==> src/rtl/multicyc_mcu_hs.sv <==
// -----------------------------------------------------------------------------
// multicyc_mcu_hs -- main control FSM for a multicycle MIPS-style core that
// talks to memory through a ready handshake.
//
// Parameters
//   TIMEOUT      max consecutive mem_ready-low cycles in one memory state
//                (0 = never time out)
//   TRAP_ILLEGAL 1: unknown opcodes go to FAULT, 0: they go back to FETCH
//   CNT_W        width of the retired-instruction counter
//
// Ports
//   clk, reset        clock; synchronous active-high reset
//   opcode            instr[31:26] from the IR
//   mem_ready         memory finishes the current request this cycle
//   mem_req/mem_we/mem_addr_sel    memory request controls
//   ir_we/pc_we                    IR and unconditional PC write enables
//   alu_srca_sel/alu_srcb_sel/aluop ALU operand and operation selects
//   reg_we/wreg_dst_sel/wrbck_data_sel  register-file write controls
//   nxt_pc_sel/is_branch/branch_ne      next-PC controls
//   fault             error flag, held until reset
//   state             current state encoding
//   retired           completed-instruction count (wraps)
// -----------------------------------------------------------------------------
module multicyc_mcu_hs #(
    parameter int TIMEOUT      = 16,
    parameter int TRAP_ILLEGAL = 1,
    parameter int CNT_W        = 16
) (
    input  logic             clk,
    input  logic             reset,
    input  logic [5:0]       opcode,
    input  logic             mem_ready,
    output logic             mem_req,
    output logic             mem_we,
    output logic             mem_addr_sel,
    output logic             ir_we,
    output logic             pc_we,
    output logic             alu_srca_sel,
    output logic [1:0]       alu_srcb_sel,
    output logic [3:0]       aluop,
    output logic             reg_we,
    output logic [1:0]       wreg_dst_sel,
    output logic [1:0]       wrbck_data_sel,
    output logic [1:0]       nxt_pc_sel,
    output logic             is_branch,
    output logic             branch_ne,
    output logic             fault,
    output logic [3:0]       state,
    output logic [CNT_W-1:0] retired
);

    // ALU operation encoding shared with the datapath
    localparam logic [3:0] ALU_ADD  = 4'h1;
    localparam logic [3:0] ALU_ADDU = 4'h2;
    localparam logic [3:0] ALU_SUB  = 4'h3;
    localparam logic [3:0] ALU_AND  = 4'h4;
    localparam logic [3:0] ALU_OR   = 4'h5;
    localparam logic [3:0] ALU_XOR  = 4'h6;
    localparam logic [3:0] ALU_RR   = 4'hF; // datapath decodes funct field

    localparam logic [5:0] OP_RTYPE = 6'h00;
    localparam logic [5:0] OP_J     = 6'h02;
    localparam logic [5:0] OP_JAL   = 6'h03;
    localparam logic [5:0] OP_BEQ   = 6'h04;
    localparam logic [5:0] OP_BNE   = 6'h05;
    localparam logic [5:0] OP_ADDI  = 6'h08;
    localparam logic [5:0] OP_ADDIU = 6'h09;
    localparam logic [5:0] OP_ANDI  = 6'h0C;
    localparam logic [5:0] OP_ORI   = 6'h0D;
    localparam logic [5:0] OP_XORI  = 6'h0E;
    localparam logic [5:0] OP_LW    = 6'h23;
    localparam logic [5:0] OP_SW    = 6'h2B;

    localparam int WAIT_W = (TIMEOUT > 0) ? $clog2(TIMEOUT + 1) : 1;

    typedef enum logic [3:0] {
        S_FETCH   = 4'd0,
        S_DECODE  = 4'd1,
        S_MEMADDR = 4'd2,
        S_MEMRD   = 4'd3,
        S_MEMWR   = 4'd4,
        S_MEMWB   = 4'd5,
        S_RREXEC  = 4'd6,
        S_RRWB    = 4'd7,
        S_RIEXEC  = 4'd8,
        S_RIWB    = 4'd9,
        S_BRANCH  = 4'd10,
        S_JUMP    = 4'd11,
        S_FAULT   = 4'd15
    } state_t;

    state_t             state_q, state_d;
    logic [WAIT_W-1:0]  wait_q, wait_d;
    logic [CNT_W-1:0]   retired_q, retired_d;

    logic is_mem_state;
    logic timed_out;

    always_ff @(posedge clk) begin
        if (reset) begin
            state_q   <= S_FETCH;
            wait_q    <= '0;
            retired_q <= '0;
        end else begin
            state_q   <= state_d;
            wait_q    <= wait_d;
            retired_q <= retired_d;
        end
    end

    always_comb begin
        state_d        = state_q;
        mem_req        = 1'b0;
        mem_we         = 1'b0;
        mem_addr_sel   = 1'b0;
        ir_we          = 1'b0;
        pc_we          = 1'b0;
        alu_srca_sel   = 1'b0;
        alu_srcb_sel   = 2'b00;
        aluop          = 4'h0;
        reg_we         = 1'b0;
        wreg_dst_sel   = 2'b00;
        wrbck_data_sel = 2'b00;
        nxt_pc_sel     = 2'b00;
        is_branch      = 1'b0;
        branch_ne      = 1'b0;
        fault          = 1'b0;

        is_mem_state = (state_q == S_FETCH) || (state_q == S_MEMRD) ||
                       (state_q == S_MEMWR);
        // This low cycle is the TIMEOUT-th in a row: leave for FAULT next edge
        timed_out = (TIMEOUT != 0) && is_mem_state && !mem_ready &&
                    (wait_q == WAIT_W'(TIMEOUT - 1));

        case (state_q)
            S_FETCH: begin
                mem_req      = 1'b1;
                alu_srcb_sel = 2'b01;
                aluop        = ALU_ADD;
                if (mem_ready) begin
                    ir_we   = 1'b1;
                    pc_we   = 1'b1;
                    state_d = S_DECODE;
                end
            end
            S_DECODE: begin
                alu_srcb_sel = 2'b11;
                aluop        = ALU_ADD;
                case (opcode)
                    OP_LW, OP_SW:   state_d = S_MEMADDR;
                    OP_RTYPE:       state_d = S_RREXEC;
                    OP_BEQ, OP_BNE: state_d = S_BRANCH;
                    OP_J, OP_JAL:   state_d = S_JUMP;
                    OP_ADDI, OP_ADDIU, OP_ANDI, OP_ORI, OP_XORI:
                                    state_d = S_RIEXEC;
                    default:        state_d = (TRAP_ILLEGAL != 0) ? S_FAULT : S_FETCH;
                endcase
            end
            S_MEMADDR: begin
                alu_srca_sel = 1'b1;
                alu_srcb_sel = 2'b10;
                aluop        = ALU_ADD;
                state_d      = (opcode == OP_LW) ? S_MEMRD : S_MEMWR;
            end
            S_MEMRD: begin
                mem_req      = 1'b1;
                mem_addr_sel = 1'b1;
                if (mem_ready) state_d = S_MEMWB;
            end
            S_MEMWR: begin
                mem_req      = 1'b1;
                mem_we       = 1'b1;
                mem_addr_sel = 1'b1;
                if (mem_ready) state_d = S_FETCH;
            end
            S_MEMWB: begin
                reg_we         = 1'b1;
                wrbck_data_sel = 2'b01;
                state_d        = S_FETCH;
            end
            S_RREXEC: begin
                alu_srca_sel = 1'b1;
                aluop        = ALU_RR;
                state_d      = S_RRWB;
            end
            S_RRWB: begin
                reg_we       = 1'b1;
                wreg_dst_sel = 2'b01;
                state_d      = S_FETCH;
            end
            S_RIEXEC: begin
                alu_srca_sel = 1'b1;
                alu_srcb_sel = 2'b10;
                case (opcode)
                    OP_ADDIU: aluop = ALU_ADDU;
                    OP_ANDI:  aluop = ALU_AND;
                    OP_ORI:   aluop = ALU_OR;
                    OP_XORI:  aluop = ALU_XOR;
                    default:  aluop = ALU_ADD;
                endcase
                state_d = S_RIWB;
            end
            S_RIWB: begin
                reg_we  = 1'b1;
                state_d = S_FETCH;
            end
            S_BRANCH: begin
                alu_srca_sel = 1'b1;
                aluop        = ALU_SUB;
                nxt_pc_sel   = 2'b01;
                is_branch    = 1'b1;
                branch_ne    = (opcode == OP_BNE);
                state_d      = S_FETCH;
            end
            S_JUMP: begin
                nxt_pc_sel = 2'b10;
                pc_we      = 1'b1;
                // PC already advanced in FETCH, so the link value is PC itself
                if (opcode == OP_JAL) begin
                    reg_we         = 1'b1;
                    wreg_dst_sel   = 2'b10;
                    wrbck_data_sel = 2'b10;
                end
                state_d = S_FETCH;
            end
            S_FAULT: begin
                fault   = 1'b1;
                state_d = S_FAULT;
            end
            default: state_d = S_FETCH;
        endcase

        if (timed_out) state_d = S_FAULT;
    end

    // Wait counter restarts on any state change
    always_comb begin
        wait_d = wait_q;
        if (state_d != state_q)
            wait_d = '0;
        else if (is_mem_state && !mem_ready)
            wait_d = wait_q + WAIT_W'(1);
    end

    // Only completions of real instructions count; illegal returns from DECODE do not
    always_comb begin
        retired_d = retired_q;
        if (state_d == S_FETCH &&
            (state_q == S_MEMWR || state_q == S_MEMWB || state_q == S_RRWB ||
             state_q == S_RIWB  || state_q == S_BRANCH || state_q == S_JUMP))
            retired_d = retired_q + CNT_W'(1);
    end

    assign state   = state_q;
    assign retired = retired_q;

endmodule

==> config.mk <==
export PLATFORM = sky130hd
export DESIGN_NAME = multicyc_mcu_hs
export DESIGN_NICKNAME = d
export VERILOG_FILES = /design/src/rtl/multicyc_mcu_hs.sv
export SDC_FILE = /design/constraint.sdc
export NUM_CORES = 1
export LEC_CHECK = 0
export BUFFER_PORTS_ARGS = -buffer_cell sky130_fd_sc_hd__buf_4
export CELL_PAD_IN_SITES_DETAIL_PLACEMENT = 0
export CELL_PAD_IN_SITES_GLOBAL_PLACEMENT = 1
export CORE_MARGIN = 4
export CORE_UTILIZATION = 40
export CTS_CLUSTER_DIAMETER = 50
export DETAILED_ROUTE_END_ITERATION = 10
export PLACE_DENSITY_LB_ADDON = 0.1
export SETUP_SLACK_MARGIN = 0.2
export SLEW_MARGIN = 5
export SYNTH_ARGS = -nofsm -noshare
export SYNTH_HDL_FRONTEND = slang
export SYNTH_SLANG_ARGS = --single-unit
==> constraint.sdc <==
create_clock -name clk -period 4.3 [get_ports clk]
set_input_delay 0 -clock clk [delete_from_list [all_inputs] [get_ports clk]]
set_output_delay 0 -clock clk [all_outputs]
set_load 0.05 [all_outputs]
==> metrics.csv <==
metric,value,unit
status,completed,
Num Clock Sinks,25,
pre-CTS setup slack,1650,ps
synth top area cells,"dfxtp_1, nor2_1, a21oi_1",
Max Root-Sink Buffers,2,
Via-to-Cell Ratio,5.76,
Post-Syn Nets,271,
Final Skew,10.9,ps
post-CTS setup buffer count,0,
worst hold path stage count,2,
# DRC,0,
YS warnings,0,
detailed placer's ending HPWL,3730,um
Leakage,0.933,nW
Rel. slew slack,43.7,%
Max VDD drop,288,uV
Initial Util,42.5,%
"EDFF count, synth",0,
CP cell instances,"clkinv_1, nand3_1, a31o_2, and3_1, nand4_1, mux2_1",
Setup crit end kind,register,
Mapped Area,0.00190,mm^2
grt ovf,0,
crit path time final,2700,ps
Worst Hold Class,primary input to register,
detailed-route via count,1983,
PwrDens,645,mW/mm^2
H-Tree Depth,1,
"commonest cells after routing, fill and taps aside","buf_4, nor2_1, dfxtp_1",
"Distinct cells, synth",59,
Reg2Reg Launch Point,state[1]$_SDFF_PP0_,
Setup Total Neg Slack,0,ps
RSZ-0062 raised after global routing,no,
Final WS setup,1600,ps
combinational group share of total power,66.4,%
DP Cell Count,340,
Setup Crit Path Kind,register to register,
slowest CP cell,dfxtp_1,
"Seq/Total Area, Yosys",26.3,%
ys flop type,dfxtp_1,
gr usage total,16.7,%
core area,0.00447,mm^2
"FFs w/ async S/R, synth",0,%
die extent in y,77.0,um
Hold Startpoint,reset,
Synth area leader,dfxtp_1,
# resized after CTS,0,
PortBufs,50,
cells on worst reg2reg path,6,
hold endpoint,state[0]$_SDFF_PP0_,
WL final,5160,um
die area,0.00592,mm^2
Reg power frac,23.9,%
routed len/inst,15.0,um
worst-path maximum fanout,23,
clock share of power,9.7,%
# diodes,0,
First DRT Iteration DRCs,181,
Critical Path RT,4470,ps
fmax,0.371,GHz
CP top delay family,simple AND/OR/NAND/NOR gates,
Max Slew Vio Count,0,
Worst-Skew Late Latency,270,ps
Num CTS Buffers,3,
I/O pin cnt,51,
"commonest non-fill, non-tap cell in the layout",buf_4,
first-pass GRT wire length,8450,um
final hold violation count,0,
post-route ant nets,0,
worst slew pin tran,843,ps
Layout Nets,305,
routability congestion estimate,0.861,
Int Power,0.000632,W
top-area cell type share of the netlist area,26.3,%
CP arrival,2870,ps
largest net degree at the start of global routing,28,
"slowest stage delay, CP",770,ps
Post-CTS Hold Buffers,0,
CTS tree,done,
Sw Pwr,0.000843,W
clk slew on worst S/H paths,100,ps
r2r endpoint,retired[10]$_SDFFE_PP0P_,
Fin Hold WS,82.4,ps
vias in the first global route,1771,
R2R setup slack,1600,ps
synthesized area per cell,7.34,um^2
Root Driver,clkbuf_8,
Critical Path Start Type,register,
initial antenna violation count,0,
layout cells sized above 1,21.2,%
max cap viols,0,
"FF+latch count, synth",25,
final cycle utilization of the critical path,62.8,%
switching share of total power,57.2,%
drt first pass iters,4,
Mapped Cells,259,
final setup fails,0,
Layout area overhead,20.1,%
die width,77.0,um
Finished Layout Cells,344,
WP buf/inv,1,
row cnt,24,
==> area by class of cell <==
type,instances,area [um^2]
well taps,52,65.1
clock buffers,3,41.3
inverters,11,41.3
clock inverters,1,7.51
repair buffers,50,375
flip-flops and latches,25,500
multi-input cells,202,1250
fillers,460,2190
==> layer usage <==
| layer | track usage [%] | share of wire, % | vias up | routed length (um) |
|---|---|---|---|---|
| li1 | - | - | 1002 | - |
| met1 | 22.1 | 46 | 925 | 2400 |
| met2 | 28.5 | 48 | 54 | 2470 |
| met3 | 2.22 | 5.3 | 2 | 271 |
| met4 | 4.17 | 0.37 | 0 | 19 |
| met5 | 0 | 0 | - | 0 |
==> through the flow <==
stage	util, %	cell area [um^2]	total power (W)
after floorplan	-	1900	0.00111
after global placement	50.0	2240	0.00133
after detailed placement	50.0	2240	0.00134
after CTS	51.1	2280	0.00148
after global routing	51.1	2280	0.00158
final	51.1	2280	0.00147
==> flip-flops by register name, summed over array words and instances, names as in the netlist <==
| register | cells |
|---|---|
| retired | 16 |
| state | 4 |
| wait_q | 5 |
==> worst max-delay path by stage <==
stage,startpoint,end,slack [ps],cells past startpoint
final,state[1]$_SDFF_PP0_,retired[10]$_SDFFE_PP0P_,1600,6
after global routing,state[1]$_SDFF_PP0_,retired[5]$_SDFFE_PP0P_,1340,6
after CTS,state[1]$_SDFF_PP0_,retired[10]$_SDFFE_PP0P_,1600,6
after detailed placement,state[1]$_SDFF_PP0_,retired[10]$_SDFFE_PP0P_,1650,6
after global placement,state[3]$_SDFF_PP0_,wait_q[1]$_SDFFE_PP0P_,1690,6
after floorplan,state[3]$_SDFF_PP0_,branch_ne,1130,6
==> power groups by stage <==
stage,logic [W],clock network (W),registers [W]
after floorplan,0.000747,0,0.000363
after global placement,0.000975,0,0.000356
after detailed placement,0.000978,0,0.000357
after CTS,0.000983,0.000148,0.000352
after global routing,0.00106,0.000157,0.000364
final,0.000980,0.000143,0.000352
==> cell usage after synthesis (all sizes together) (3+ instances only) <==
master	n
o21ai	19
nor2b	8
nor3	5
ha	3
clkbuf	11
buf	10
and3	10
inv	10
nand4b	4
xnor2	4
nor4	6
mux2	5
dfxtp	25
a31oi	4
nand2b	9
nand3	6
nand2	15
a21oi	21
nand4	7
or3	6
nor2	32
o32a	3
==> cell families (layout without fill, tap and decap cells) <==
logic type,count (synthesis),in the layout,share of synthesized area [%]
and+or+nand+nor,117,117,33.6
muxes,6,6,3.49
xor gates and xnor gates,6,6,2.76
adders and majority gates,3,3,1.97
DFF,25,25,26.3
AOI/OAI and AO/OA,70,70,24.1
buffers and inverters,32,65,7.76
==> worst register-to-register path: cells and delay by family, from the launching register on <==
family | cells | cell delay, ps
flops | 1 | 770
simple gates | 3 | 870
mux | 1 | 340
compound gates | 1 | 190
buf+inv | 1 | 440
Power figures use the tool's default switching activity.
